**config.mk**
```make
export PLATFORM = sky130hd
export DESIGN_NAME = ucsbece154b_branch_resolve_flat
export DESIGN_NICKNAME = d
export VERILOG_FILES = /design/src/rtl/ucsbece154b_branch_resolve_pkg.sv /design/src/rtl/ucsbece154b_branch_resolve_if.sv /design/src/rtl/ucsbece154b_bpred_stage.sv /design/src/rtl/ucsbece154b_branch_resolve.sv /design/src/flat_wrapper.sv
export SDC_FILE = /design/constraint.sdc
export NUM_CORES = 1
export LEC_CHECK = 0
export CAP_MARGIN = 20
export CORE_MARGIN = 4
export CORE_UTILIZATION = 45
export DETAILED_ROUTE_END_ITERATION = 8
export DONT_BUFFER_PORTS = 1
export GPL_TIMING_DRIVEN = 0
export PLACE_DENSITY = 0.66
export SLEW_MARGIN = 30
export SYNTH_ARGS = -nofsm -noshare
export SYNTH_HDL_FRONTEND = slang
export SYNTH_HIERARCHICAL = 1
export SYNTH_SLANG_ARGS = --single-unit
```
**constraint.sdc**
```tcl
create_clock -name clk -period 4.3 [get_ports clk]
set_clock_uncertainty 0.05 [all_clocks]
set_input_delay 0.645 -clock clk [delete_from_list [all_inputs] [get_ports clk]]
set_output_delay 0.645 -clock clk [all_outputs]
set_load 0.05 [all_outputs]
```
**src/rtl/ucsbece154b_branch_resolve_pkg.sv**
```systemverilog
// ---------------------------------------------------------------------------
// ucsbece154b_branch_resolve_pkg
// Shared definitions for the execute-side branch resolution block:
//   - RISC-V control-flow opcodes decoded in Execute
//   - op_class_t / classify_op() : opcode -> control-flow class
//   - payload_width()            : bit width of one fetch-prediction payload
// ---------------------------------------------------------------------------
package ucsbece154b_branch_resolve_pkg;

  localparam logic [6:0] instr_branch_op = 7'b1100011;
  localparam logic [6:0] instr_jal_op    = 7'b1101111;
  localparam logic [6:0] instr_jalr_op   = 7'b1100111;

  typedef enum logic [1:0] {
    OP_OTHER  = 2'd0,
    OP_BRANCH = 2'd1,
    OP_JUMP   = 2'd2
  } op_class_t;

  function automatic op_class_t classify_op(input logic [6:0] op);
    case (op)
      instr_branch_op:             return OP_BRANCH;
      instr_jal_op, instr_jalr_op: return OP_JUMP;
      default:                     return OP_OTHER;
    endcase
  endfunction

  // Payload = {pc, predtaken, predtarget, btbhit, phtidx}.
  function automatic int payload_width(input int ghr_bits);
    return 32 + 1 + 32 + 1 + ghr_bits;
  endfunction

endpackage

```
**src/rtl/ucsbece154b_branch_resolve_if.sv**
```systemverilog
// ---------------------------------------------------------------------------
// ucsbece154b_branch_resolve_if
// Bundles every non-clock/reset signal of the branch resolve block.
//   Fetch side   : pc_f_i, predtaken_f_i, predtarget_f_i, btbhit_f_i, phtidx_f_i
//   Hazard side  : StallD_i, FlushD_i, FlushE_i
//   Execute side : op_e_i, taken_e_i, target_e_i
//   Predictor    : BTB*_o, PHT*_o, GHRreset_o
//   Redirect     : Mispredict_o, PCcorrect_o
//   Statistics   : branchcnt_o, mispredcnt_o
// master drives the pipeline inputs; slave is the resolve block itself.
// ---------------------------------------------------------------------------
interface ucsbece154b_branch_resolve_if #(
  parameter int NUM_BTB_ENTRIES = 32,
  parameter int NUM_GHR_BITS    = 5,
  parameter int CNT_WIDTH       = 32
);
  localparam int BTB_IDX_W = $clog2(NUM_BTB_ENTRIES);

  logic [31:0]             pc_f_i;
  logic                    predtaken_f_i;
  logic [31:0]             predtarget_f_i;
  logic                    btbhit_f_i;
  logic [NUM_GHR_BITS-1:0] phtidx_f_i;

  logic                    StallD_i;
  logic                    FlushD_i;
  logic                    FlushE_i;

  logic [6:0]              op_e_i;
  logic                    taken_e_i;
  logic [31:0]             target_e_i;

  logic [BTB_IDX_W-1:0]    BTBwriteaddress_o;
  logic [31:0]             BTBwritedata_o;
  logic                    BTB_we_o;
  logic                    PHTwe_o;
  logic                    PHTincrement_o;
  logic [NUM_GHR_BITS-1:0] PHTwriteaddress_o;
  logic                    GHRreset_o;
  logic                    Mispredict_o;
  logic [31:0]             PCcorrect_o;
  logic [CNT_WIDTH-1:0]    branchcnt_o;
  logic [CNT_WIDTH-1:0]    mispredcnt_o;

  modport master (
    output pc_f_i, predtaken_f_i, predtarget_f_i, btbhit_f_i, phtidx_f_i,
    output StallD_i, FlushD_i, FlushE_i,
    output op_e_i, taken_e_i, target_e_i,
    input  BTBwriteaddress_o, BTBwritedata_o, BTB_we_o,
    input  PHTwe_o, PHTincrement_o, PHTwriteaddress_o, GHRreset_o,
    input  Mispredict_o, PCcorrect_o, branchcnt_o, mispredcnt_o
  );

  modport slave (
    input  pc_f_i, predtaken_f_i, predtarget_f_i, btbhit_f_i, phtidx_f_i,
    input  StallD_i, FlushD_i, FlushE_i,
    input  op_e_i, taken_e_i, target_e_i,
    output BTBwriteaddress_o, BTBwritedata_o, BTB_we_o,
    output PHTwe_o, PHTincrement_o, PHTwriteaddress_o, GHRreset_o,
    output Mispredict_o, PCcorrect_o, branchcnt_o, mispredcnt_o
  );
endinterface

```
**src/rtl/ucsbece154b_bpred_stage.sv**
```systemverilog
// ---------------------------------------------------------------------------
// ucsbece154b_bpred_stage
// One pipeline register for the prediction payload plus its valid bit.
//   clk, reset_i : clock, asynchronous active-high reset
//   stall        : hold current contents (ignored when flush is high)
//   flush        : clear valid (highest priority)
//   valid_in     : valid bit loaded when neither flush nor stall
//   data_in      : payload loaded alongside valid_in
//   valid, data  : registered contents
// ---------------------------------------------------------------------------
module ucsbece154b_bpred_stage #(
  parameter int WIDTH = 1
) (
  input  logic             clk,
  input  logic             reset_i,
  input  logic             stall,
  input  logic             flush,
  input  logic             valid_in,
  input  logic [WIDTH-1:0] data_in,
  output logic             valid,
  output logic [WIDTH-1:0] data
);

  // NOTE: sequential state uses non-blocking (<=) so every register samples
  // the pre-edge values of its sources, independent of block ordering.
  // NOTE: the payload is reset too, not only valid; nothing downstream would
  // see it while valid is low, but it keeps reset state fully defined.
  always_ff @(posedge clk or posedge reset_i) begin
    if (reset_i) begin
      valid <= 1'b0;
      data  <= '0;
    end else if (flush) begin
      valid <= 1'b0;
    end else if (!stall) begin
      valid <= valid_in;
      data  <= data_in;
    end
  end

endmodule

```
**src/rtl/ucsbece154b_branch_resolve.sv**
```systemverilog
// ---------------------------------------------------------------------------
// ucsbece154b_branch_resolve
// Carries each fetched instruction's prediction through the D and E pipeline
// registers, compares it with the outcome resolved in Execute and drives:
//   - predictor update : BTB write, PHT counter update, GHR clear
//   - redirect         : Mispredict_o / PCcorrect_o to fetch and hazard unit
//   - statistics       : saturating branch / mispredict counters
// Ports:
//   clk, reset_i : clock, asynchronous active-high reset
//   bus          : ucsbece154b_branch_resolve_if.slave (all other signals)
// Every update/redirect output is combinational from the E register and the
// E-stage inputs, forced to zero while the E slot is empty.
// ---------------------------------------------------------------------------
module ucsbece154b_branch_resolve
  import ucsbece154b_branch_resolve_pkg::*;
#(
  parameter int NUM_BTB_ENTRIES = 32,
  parameter int NUM_GHR_BITS    = 5,
  parameter int CNT_WIDTH       = 32
) (
  input logic                          clk,
  input logic                          reset_i,
  ucsbece154b_branch_resolve_if.slave  bus
);

  localparam int BTB_IDX_W = $clog2(NUM_BTB_ENTRIES);
  localparam int PW        = payload_width(NUM_GHR_BITS);
  localparam logic [CNT_WIDTH-1:0] CNT_MAX = '1;

  logic [PW-1:0] payload_f, payload_d, payload_e;
  logic          valid_d, valid_e;

  assign payload_f = {bus.pc_f_i, bus.predtaken_f_i, bus.predtarget_f_i,
                      bus.btbhit_f_i, bus.phtidx_f_i};

  // D always captures a real fetch slot; only flush can empty it.
  ucsbece154b_bpred_stage #(.WIDTH(PW)) stage_d (
    .clk      (clk),
    .reset_i  (reset_i),
    .stall    (bus.StallD_i),
    .flush    (bus.FlushD_i),
    .valid_in (1'b1),
    .data_in  (payload_f),
    .valid    (valid_d),
    .data     (payload_d)
  );

  // E never stalls; a load-use stall holds D while E takes a bubble.
  ucsbece154b_bpred_stage #(.WIDTH(PW)) stage_e (
    .clk      (clk),
    .reset_i  (reset_i),
    .stall    (1'b0),
    .flush    (bus.FlushE_i),
    .valid_in (valid_d),
    .data_in  (payload_d),
    .valid    (valid_e),
    .data     (payload_e)
  );

  logic [31:0]             pc_e;
  logic                    predtaken_e;
  logic [31:0]             predtarget_e;
  logic                    btbhit_e;
  logic [NUM_GHR_BITS-1:0] phtidx_e;

  assign {pc_e, predtaken_e, predtarget_e, btbhit_e, phtidx_e} = payload_e;

  logic is_b, is_j, is_cf, act, target_diff, mispredict;

  // NOTE: every always_comb output gets a default before any branch, so no
  // path can leave a value unassigned and infer a latch.
  always_comb begin
    is_b        = 1'b0;
    is_j        = 1'b0;
    mispredict  = 1'b0;
    case (classify_op(bus.op_e_i))
      OP_BRANCH: is_b = 1'b1;
      OP_JUMP:   is_j = 1'b1;
      default:   ;
    endcase
    is_cf       = is_b | is_j;
    act         = is_j | (is_b & bus.taken_e_i);
    target_diff = (predtarget_e != bus.target_e_i);
    if (valid_e) begin
      if (is_cf) begin
        // Wrong direction, or right direction (taken) but stale target.
        mispredict = (predtaken_e != act) | (act & predtaken_e & target_diff);
      end else begin
        // A non-branch that hit in the BTB was steered away by an alias.
        mispredict = predtaken_e;
      end
    end
  end

  assign bus.Mispredict_o      = mispredict;
  assign bus.PCcorrect_o       = valid_e ? (act ? bus.target_e_i : pc_e + 32'd4) : 32'd0;
  assign bus.BTB_we_o          = valid_e & act & (~btbhit_e | target_diff);
  assign bus.BTBwriteaddress_o = valid_e ? pc_e[BTB_IDX_W+1:2] : '0;
  assign bus.BTBwritedata_o    = valid_e ? bus.target_e_i : 32'd0;
  assign bus.PHTwe_o           = valid_e & is_b;
  assign bus.PHTincrement_o    = valid_e & bus.taken_e_i;
  // The PHT index is the one captured at fetch; the GHR has moved since.
  assign bus.PHTwriteaddress_o = valid_e ? phtidx_e : '0;
  assign bus.GHRreset_o        = mispredict & is_b;

  logic [CNT_WIDTH-1:0] branch_cnt, mispred_cnt;

  always_ff @(posedge clk or posedge reset_i) begin
    if (reset_i) begin
      branch_cnt  <= '0;
      mispred_cnt <= '0;
    end else begin
      if (valid_e && is_cf && branch_cnt != CNT_MAX)
        branch_cnt <= branch_cnt + CNT_WIDTH'(1);
      if (mispredict && mispred_cnt != CNT_MAX)
        mispred_cnt <= mispred_cnt + CNT_WIDTH'(1);
    end
  end

  assign bus.branchcnt_o  = branch_cnt;
  assign bus.mispredcnt_o = mispred_cnt;

endmodule

```
**src/flat_wrapper.sv**
```systemverilog
// flat-port wrapper written by rule: the top's interface ports become plain ports
module ucsbece154b_branch_resolve_flat import ucsbece154b_branch_resolve_pkg::*;
#(
  parameter int NUM_BTB_ENTRIES = 32,
  parameter int NUM_GHR_BITS    = 5,
  parameter int CNT_WIDTH       = 32
)
  (clk, reset_i, bus_pc_f_i, bus_predtaken_f_i, bus_predtarget_f_i, bus_btbhit_f_i, bus_phtidx_f_i, bus_StallD_i, bus_FlushD_i, bus_FlushE_i, bus_op_e_i, bus_taken_e_i, bus_target_e_i, bus_BTBwriteaddress_o, bus_BTBwritedata_o, bus_BTB_we_o, bus_PHTwe_o, bus_PHTincrement_o, bus_PHTwriteaddress_o, bus_GHRreset_o, bus_Mispredict_o, bus_PCcorrect_o, bus_branchcnt_o, bus_mispredcnt_o);
  ucsbece154b_branch_resolve_if #(.NUM_BTB_ENTRIES(NUM_BTB_ENTRIES), .NUM_GHR_BITS(NUM_GHR_BITS), .CNT_WIDTH(CNT_WIDTH)) bus_i ();
  input logic clk;
  input logic reset_i;
  input wire logic [$bits(bus_i.pc_f_i)-1:0] bus_pc_f_i;
  input wire logic [$bits(bus_i.predtaken_f_i)-1:0] bus_predtaken_f_i;
  input wire logic [$bits(bus_i.predtarget_f_i)-1:0] bus_predtarget_f_i;
  input wire logic [$bits(bus_i.btbhit_f_i)-1:0] bus_btbhit_f_i;
  input wire logic [$bits(bus_i.phtidx_f_i)-1:0] bus_phtidx_f_i;
  input wire logic [$bits(bus_i.StallD_i)-1:0] bus_StallD_i;
  input wire logic [$bits(bus_i.FlushD_i)-1:0] bus_FlushD_i;
  input wire logic [$bits(bus_i.FlushE_i)-1:0] bus_FlushE_i;
  input wire logic [$bits(bus_i.op_e_i)-1:0] bus_op_e_i;
  input wire logic [$bits(bus_i.taken_e_i)-1:0] bus_taken_e_i;
  input wire logic [$bits(bus_i.target_e_i)-1:0] bus_target_e_i;
  output wire logic [$bits(bus_i.BTBwriteaddress_o)-1:0] bus_BTBwriteaddress_o;
  output wire logic [$bits(bus_i.BTBwritedata_o)-1:0] bus_BTBwritedata_o;
  output wire logic [$bits(bus_i.BTB_we_o)-1:0] bus_BTB_we_o;
  output wire logic [$bits(bus_i.PHTwe_o)-1:0] bus_PHTwe_o;
  output wire logic [$bits(bus_i.PHTincrement_o)-1:0] bus_PHTincrement_o;
  output wire logic [$bits(bus_i.PHTwriteaddress_o)-1:0] bus_PHTwriteaddress_o;
  output wire logic [$bits(bus_i.GHRreset_o)-1:0] bus_GHRreset_o;
  output wire logic [$bits(bus_i.Mispredict_o)-1:0] bus_Mispredict_o;
  output wire logic [$bits(bus_i.PCcorrect_o)-1:0] bus_PCcorrect_o;
  output wire logic [$bits(bus_i.branchcnt_o)-1:0] bus_branchcnt_o;
  output wire logic [$bits(bus_i.mispredcnt_o)-1:0] bus_mispredcnt_o;
  assign bus_i.pc_f_i = bus_pc_f_i;
  assign bus_i.predtaken_f_i = bus_predtaken_f_i;
  assign bus_i.predtarget_f_i = bus_predtarget_f_i;
  assign bus_i.btbhit_f_i = bus_btbhit_f_i;
  assign bus_i.phtidx_f_i = bus_phtidx_f_i;
  assign bus_i.StallD_i = bus_StallD_i;
  assign bus_i.FlushD_i = bus_FlushD_i;
  assign bus_i.FlushE_i = bus_FlushE_i;
  assign bus_i.op_e_i = bus_op_e_i;
  assign bus_i.taken_e_i = bus_taken_e_i;
  assign bus_i.target_e_i = bus_target_e_i;
  assign bus_BTBwriteaddress_o = bus_i.BTBwriteaddress_o;
  assign bus_BTBwritedata_o = bus_i.BTBwritedata_o;
  assign bus_BTB_we_o = bus_i.BTB_we_o;
  assign bus_PHTwe_o = bus_i.PHTwe_o;
  assign bus_PHTincrement_o = bus_i.PHTincrement_o;
  assign bus_PHTwriteaddress_o = bus_i.PHTwriteaddress_o;
  assign bus_GHRreset_o = bus_i.GHRreset_o;
  assign bus_Mispredict_o = bus_i.Mispredict_o;
  assign bus_PCcorrect_o = bus_i.PCcorrect_o;
  assign bus_branchcnt_o = bus_i.branchcnt_o;
  assign bus_mispredcnt_o = bus_i.mispredcnt_o;
  ucsbece154b_branch_resolve #(.NUM_BTB_ENTRIES(NUM_BTB_ENTRIES), .NUM_GHR_BITS(NUM_GHR_BITS), .CNT_WIDTH(CNT_WIDTH)) u_core (.clk(clk), .reset_i(reset_i), .bus(bus_i));
endmodule
```
# Yosys cells after proc, flatten, opt, wreduce, memory -nomap -nowiden
# Cells that the tools add are included.
# word_totals
register_bits,208
in_bits,116
out_inout_bits,143
word_cells,52
# classes
add_sub_neg,3
n_eq_ne,10
mux,13
bitwise_logic,15
n_reduce_logical,5
# ops
op,n
2-to-1 mux 32 bit,3
adder 32 x 1 -> 32 bit (second input constant),2
inequality test 32 bit (second input constant),2
adder 32 x 3 -> 32 bit (second input constant),1
inequality test 32 bit,1
== test 7 bit (second input constant),3
2-to-1 mux 5 bit,2
AND 1 bit,8
2-to-1 mux 1 bit,7
bitwise OR 1 bit,4
one-hot mux 2 bit (2 select lines),1
logical AND 1 bit,3
inverter 1 bit,3
== test 2 x 1 -> 1 bit (second input constant),1
== test 2 bit (second input constant),1
inequality test 2 x 1 -> 1 bit (second input constant),1
AND reduction 2 bit,1
OR reduction 2 bit,1
inequality test 1 bit,1

# Longest topological paths before layout
# depth
ltp_word,13
depth_mapped,17
mapped_depth_nobuf,15

# Hierarchy
# The synthesis kept the hierarchy.
# by_module_without_submodules
mod,instances,cells_each,area_per_inst_um2,seq_area_each_um2
ucsbece154b_bpred_stage,2,154,2721.4,1801.7
ucsbece154b_branch_resolve,1,548,4692.0,1601.5

# Worst setup path before layout
# No wires, ideal clock.
# synth_timing
path_type,input -> output
from,input port bus_op_e_i[6]
to,output port bus_GHRreset_o
arrival_ns,3.164
required_time_ns,3.605
path_slack_ns,0.441
path_stages,11
n_path_buf,0
cell_sequence,nor2b_1 > nand4_1 > or3_1 > ha_1 > a21oi_1 > inv_1 > ha_1 > mux2_2 > nand2_1 > o21a_1 > nor2b_1
# synth_between
elab_chain_cells,13
elab_cells_between_ends,19
cone_classes,eq/ne (6); mux (5); bitwise (7); reduce/logical (1)
# synth_lines
item,line_no,text
"start, declared",flat_wrapper.sv:20,input wire logic [$bits(bus_i.op_e_i)-1:0] bus_op_e_i;
== test 7 bit,ucsbece154b_branch_resolve_pkg.sv:21,case (op)
OR reduction 2 bit,ucsbece154b_branch_resolve_pkg.sv:21,
one-hot mux 2 bit (2 select lines) (*),ucsbece154b_branch_resolve_pkg.sv:21,
== test 2 x 1 -> 1 bit,ucsbece154b_branch_resolve.sv:76,case (classify_op(bus.op_e_i))
2-to-1 mux 1 bit,ucsbece154b_branch_resolve.sv:76,
AND 1 bit,ucsbece154b_branch_resolve.sv:82,act = is_j | (is_b & bus.taken_e_i);
bitwise OR 1 bit,ucsbece154b_branch_resolve.sv:82,
AND 1 bit (2 in a row),ucsbece154b_branch_resolve.sv:87,mispredict = (predtaken_e != act) | (act & predtaken_e & target_diff);
bitwise OR 1 bit,ucsbece154b_branch_resolve.sv:87,
2-to-1 mux 1 bit,ucsbece154b_branch_resolve.sv:85,if (is_cf) begin
2-to-1 mux 1 bit,ucsbece154b_branch_resolve.sv:84,if (valid_e) begin
AND 1 bit (*),ucsbece154b_branch_resolve.sv:104,assign bus.GHRreset_o = mispredict & is_b;
"end, declared",flat_wrapper.sv:29,output wire logic [$bits(bus_i.GHRreset_o)-1:0] bus_GHRreset_o;
# Every way passes the cells marked *; elsewhere a longest branch is shown, timed or not.

# Worst setup path in the final report
# layout_timing
from,register u_core.stage_e.data[41]
to,output port bus_PCcorrect_o[26]
# layout_between
elab_chain_cells,3
# layout_lines
item,line_no,text
"start, declared",ucsbece154b_bpred_stage.sv:21,output logic [WIDTH-1:0] data
"start signal, assigned",ucsbece154b_bpred_stage.sv:36,data <= data_in;
adder 32 x 3 -> 32 bit,ucsbece154b_branch_resolve.sv:96,assign bus.PCcorrect_o = valid_e ? (act ? bus.target_e_i : pc_e + 32'd4) : 32'd0;
2-to-1 mux 32 bit (2 in a row),ucsbece154b_branch_resolve.sv:96,
"end, declared",flat_wrapper.sv:31,output wire logic [$bits(bus_i.PCcorrect_o)-1:0] bus_PCcorrect_o;
# Every way passes these cells.

==> results.rst <==
.. list-table::
   :header-rows: 1

   * - Metric
     - Value
   * - Max Cap Violations
     - 0
   * - Number of synthesized flops with an enable pin
     - 0
   * - Overall overflow remaining after global route
     - 0
   * - CTS Root Buffer Type
     - clkbuf_16
   * - Full die area
     - roughly 0.025 mm²
   * - Area added between synthesis and finish
     - 12.2%
   * - Area post-placement
     - about 0.011 mm²
   * - Run status
     - finished with violations
   * - Width of the die
     - around 160 µm
   * - Count of antenna-violating nets left after detailed routing
     - 0
   * - Top Family by Delay on Critical Path
     - simple AND/OR/NAND/NOR gates
   * - Number of pins with negative max-slew slack in the final report
     - 0
   * - Total track usage
     - between 20 and 25%
   * - Class of the tightest hold or removal check
     - input port to asynchronous set/reset pin
   * - Leakage Power
     - 5.03 nW
   * - Sequential cell area in the final layout
     - ~0.0052 mm²
   * - Final Wtd Congestion
     - 0.840
   * - Worst path cell trace
     - ha_1 -> and4_1 -> nand3_1 -> nor3_1 -> nand3_1 -> xor2_1 -> a21oi_2
   * - Count of input and output buffers
     - 0
   * - Largest net degree at the start of global routing
     - 50
   * - Postcts setup bufs
     - 0
   * - Setup Crit Path Kind
     - flop to primary output
   * - Synth area leader
     - dfrtp_1
   * - Number of vias per cell
     - around 5.5
   * - Count of clock tree sinks
     - approximately 210
   * - Final TNS setup
     - 0 ns
   * - Synth unique cells
     - 39
   * - Number of global-route vias before repair
     - 6768
   * - Violated checks
     - negative hold slack
   * - Minimum clock period
     - 4.03 ns
   * - Fraction of the cycle the final worst path needs
     - between 90% and 100%
   * - Commonest cells after routing, fill and taps aside
     - dfrtp_1 (208), mux2_2 (134), xor2_1 (80)
   * - CP max FO
     - 8
   * - Inst Count DP
     - about 1100
   * - Final setup vio count
     - 0
   * - First-pass GRT wire length
     - approximately 40000 µm
   * - Share of flip-flops with an asynchronous set or reset after synthesis
     - 100%
   * - Yosys warning count
     - 6
   * - Worst reg2reg path startpoint
     - u_core/bus.mispredcnt_o[0]
   * - Core Footprint
     - 0.0220 mm²
   * - Fraction of layout instances using a drive strength above 1
     - between 20 and 25%
   * - Final instance area
     - 0.0114 mm²
   * - Detailed-route DRC error count
     - 0
   * - CP Buf/Inv Count
     - 0
   * - Wire length after detailed routing
     - between 20000 and 30000 µm
   * - Post-Synthesis Mean Instance Area
     - ~12 µm²
   * - Leading cell type in the layout, fill and taps excluded
     - dfrtp_1
   * - Post-layout net count
     - about 1000
   * - Worst setup path end
     - bus_PCcorrect_o[26]
   * - Portion of the post-synthesis area used by sequential elements
     - between 50% and 60%
   * - Most repeated library cell on the critical path
     - nand3_1
   * - Average wire length per cell after detail routing
     - approximately 22 µm
   * - Longest individual stage delay on the worst path
     - between 0.6 and 0.7 ns
   * - Area of the multi-input gates
     - around 0.0047 mm²
   * - Total I/O pin count
     - 259
   * - Setup repair after global routing missed its margin
     - no
   * - Initial Util
     - 46.2%
   * - Antenna violations before repair
     - 1
   * - Post-synthesis instance area
     - ~0.01 mm²
   * - Post-synthesis sequential element count
     - ~210
   * - Worst Setup Start Kind
     - flop
   * - Clock slew at the register clock pins of the worst setup and hold paths
     - about 0.06 ns
   * - Worst slack on hold paths
     - -0.00525 ns
   * - Least setup slack across all paths after layout
     - 0.266 ns
   * - Total power draw
     - 5.07 mW
   * - Clock Path Buffers
     - 3
   * - Worst-path cell with the longest stage delay
     - nor3_1
   * - Element type at the critical path end
     - primary output
   * - Register-to-register setup slack
     - 1.35 ns
   * - Worst Reg2Reg Path Length in Cells
     - 10
   * - Count of vias placed by the detailed router
     - around 6500
   * - Worst vdd ir
     - between 0.3 and 0.4 mV
   * - Pre-antenna DRT Iters
     - 4
   * - Relative slew slack
     - 49.2%
   * - Endpoint of the most critical register-to-register path
     - u_core/bus.mispredcnt_o[13]
   * - Placement Rows
     - 54
   * - Pwr/cell area
     - 446 mW/mm²
   * - H-tree Lvls
     - 1
   * - Crit path from
     - u_core/stage_e/data[41]
   * - Fin. Hold Viols
     - 8
   * - Number of fill cells
     - roughly 1900
   * - Post-Synthesis Cells
     - 856
   * - Worst Path Required
     - 3.61 ns
   * - Critical path depth
     - 7
   * - Tightest Pin Transition
     - between 0.7 and 0.8 ns
   * - Worst setup timing slack at the placement stage
     - -0.221 ns
   * - Worst skew pair latency
     - 0.51 ns
   * - Yosys top cell area share
     - between 50% and 60%
   * - Arrival time worst endpoint
     - about 3.3 ns
   * - Leading cell types by total area after synthesis
     - dfrtp_1 (51%), mux2_2 (15%), xor2_1 (6.9%)
   * - Primary FF master, synth
     - dfrtp_1
   * - Starting DRT DRC Count
     - ~240
   * - Post-detailed-placement half-perimeter wirelength
     - a little over 20000 µm
   * - Vertical die dimension
     - ~160 µm
   * - Num CTS Buffers
     - 24
   * - Achievable frequency
     - around 250 MHz
   * - Non-filler instance count after layout
     - around 1200
   * - TritonCTS clock tree
     - built
-- power breakdown --
part           switching, mW  leakage (nW)  total (mW)  internal, mW
Combinational          0.348          2.10       0.695         0.347
Clock                  0.789         0.356        1.86          1.07
Sequential             0.274          2.57        2.51          2.23
-- stage by stage --
step           hold WS (ns)  utilization, %
3_5_place_dp          0.413            48.4
5_1_grt              0.0263            51.8
2_1_floorplan         0.404               -
6_report           -0.00525            51.8
3_3_place_gp          0.416            47.8
4_1_cts             0.00138            51.7
-- Yosys cell counts, drive strengths merged, types with 11 or more instances --
cell / count
xor2: 80
and2: 47
o211a: 18
clkbuf: 25
nand2: 61
nor3: 18
mux2: 146
nor4: 15
nand3: 39
o21ai: 18
dfrtp: 208
nand4: 22
nor2: 34
xnor2: 35
and3: 12
a21oi: 11
inv: 17
-- per-layer routing --
layer  vias to the layer above  share of wire [%]  track usage (%)
met4                         2                1.9             4.02
li1                       3039                  -                -
met5                         -              0.049                0
met1                      3212                 41             25.8
met3                        33                9.5             8.28
met2                       245                 48             34.2
-- worst min path at each step --
stage	startpoint	to	slack, ns	cells past startpoint
after floorplan	u_core/stage_d/data[15]	u_core/stage_d/data[15]	0.40	1
after global placement	u_core/stage_d/data[17]	u_core/stage_d/data[17]	0.42	1
after detailed placement	reset_i	u_core/bus.branchcnt_o[10]	0.41	1
after CTS	reset_i	u_core/stage_d/data[2]	0.001	1
after global routing	reset_i	u_core/stage_d/data[2]	0.03	1
final	reset_i	u_core/stage_d/data[2]	-0.005	1
-- cell families after synthesis --
kind of cell | Yosys count | synth area share (%)
AO/OA/AOI/OAI | 54 | 3.77
XOR/XNOR | 115 | 9.94
adder cells (fa/ha/maj) | 6 | 0.741
buffers and inverters | 49 | 3.28
flip-flops | 208 | 51.4
multiplexers | 148 | 16.4
other | 2 | 0.0741
AND/OR/NAND/NOR | 274 | 14.4
-- what timing repair did --
action,4_1_cts,5_1_grt
hold buffers,1,0
endpoints found under the setup margin,1,12
endpoints found under the hold margin,46,0
resized for setup,1,1
-- cell type report --
cell class	instances	share of cell area [%]
diodes	1	0.0220
plain buffers	32	2.37
clock buffers	30	5.75
clock inverters	10	0.616
inverters	17	0.627
multi-input cells	600	41.0
flip-flops and latches	208	45.8
well taps	280	3.08
repair buffers	4	0.748
-- registers in the layout (all words and copies together), names as in the netlist --
name / cells
u_core/bus.branchcnt_o: 32
u_core/bus.mispredcnt_o: 32
u_core/stage_d/data: 71
u_core/stage_d/valid: 1
u_core/stage_e/data: 71
u_core/stage_e/valid: 1
Power figures use the tool's default switching activity.
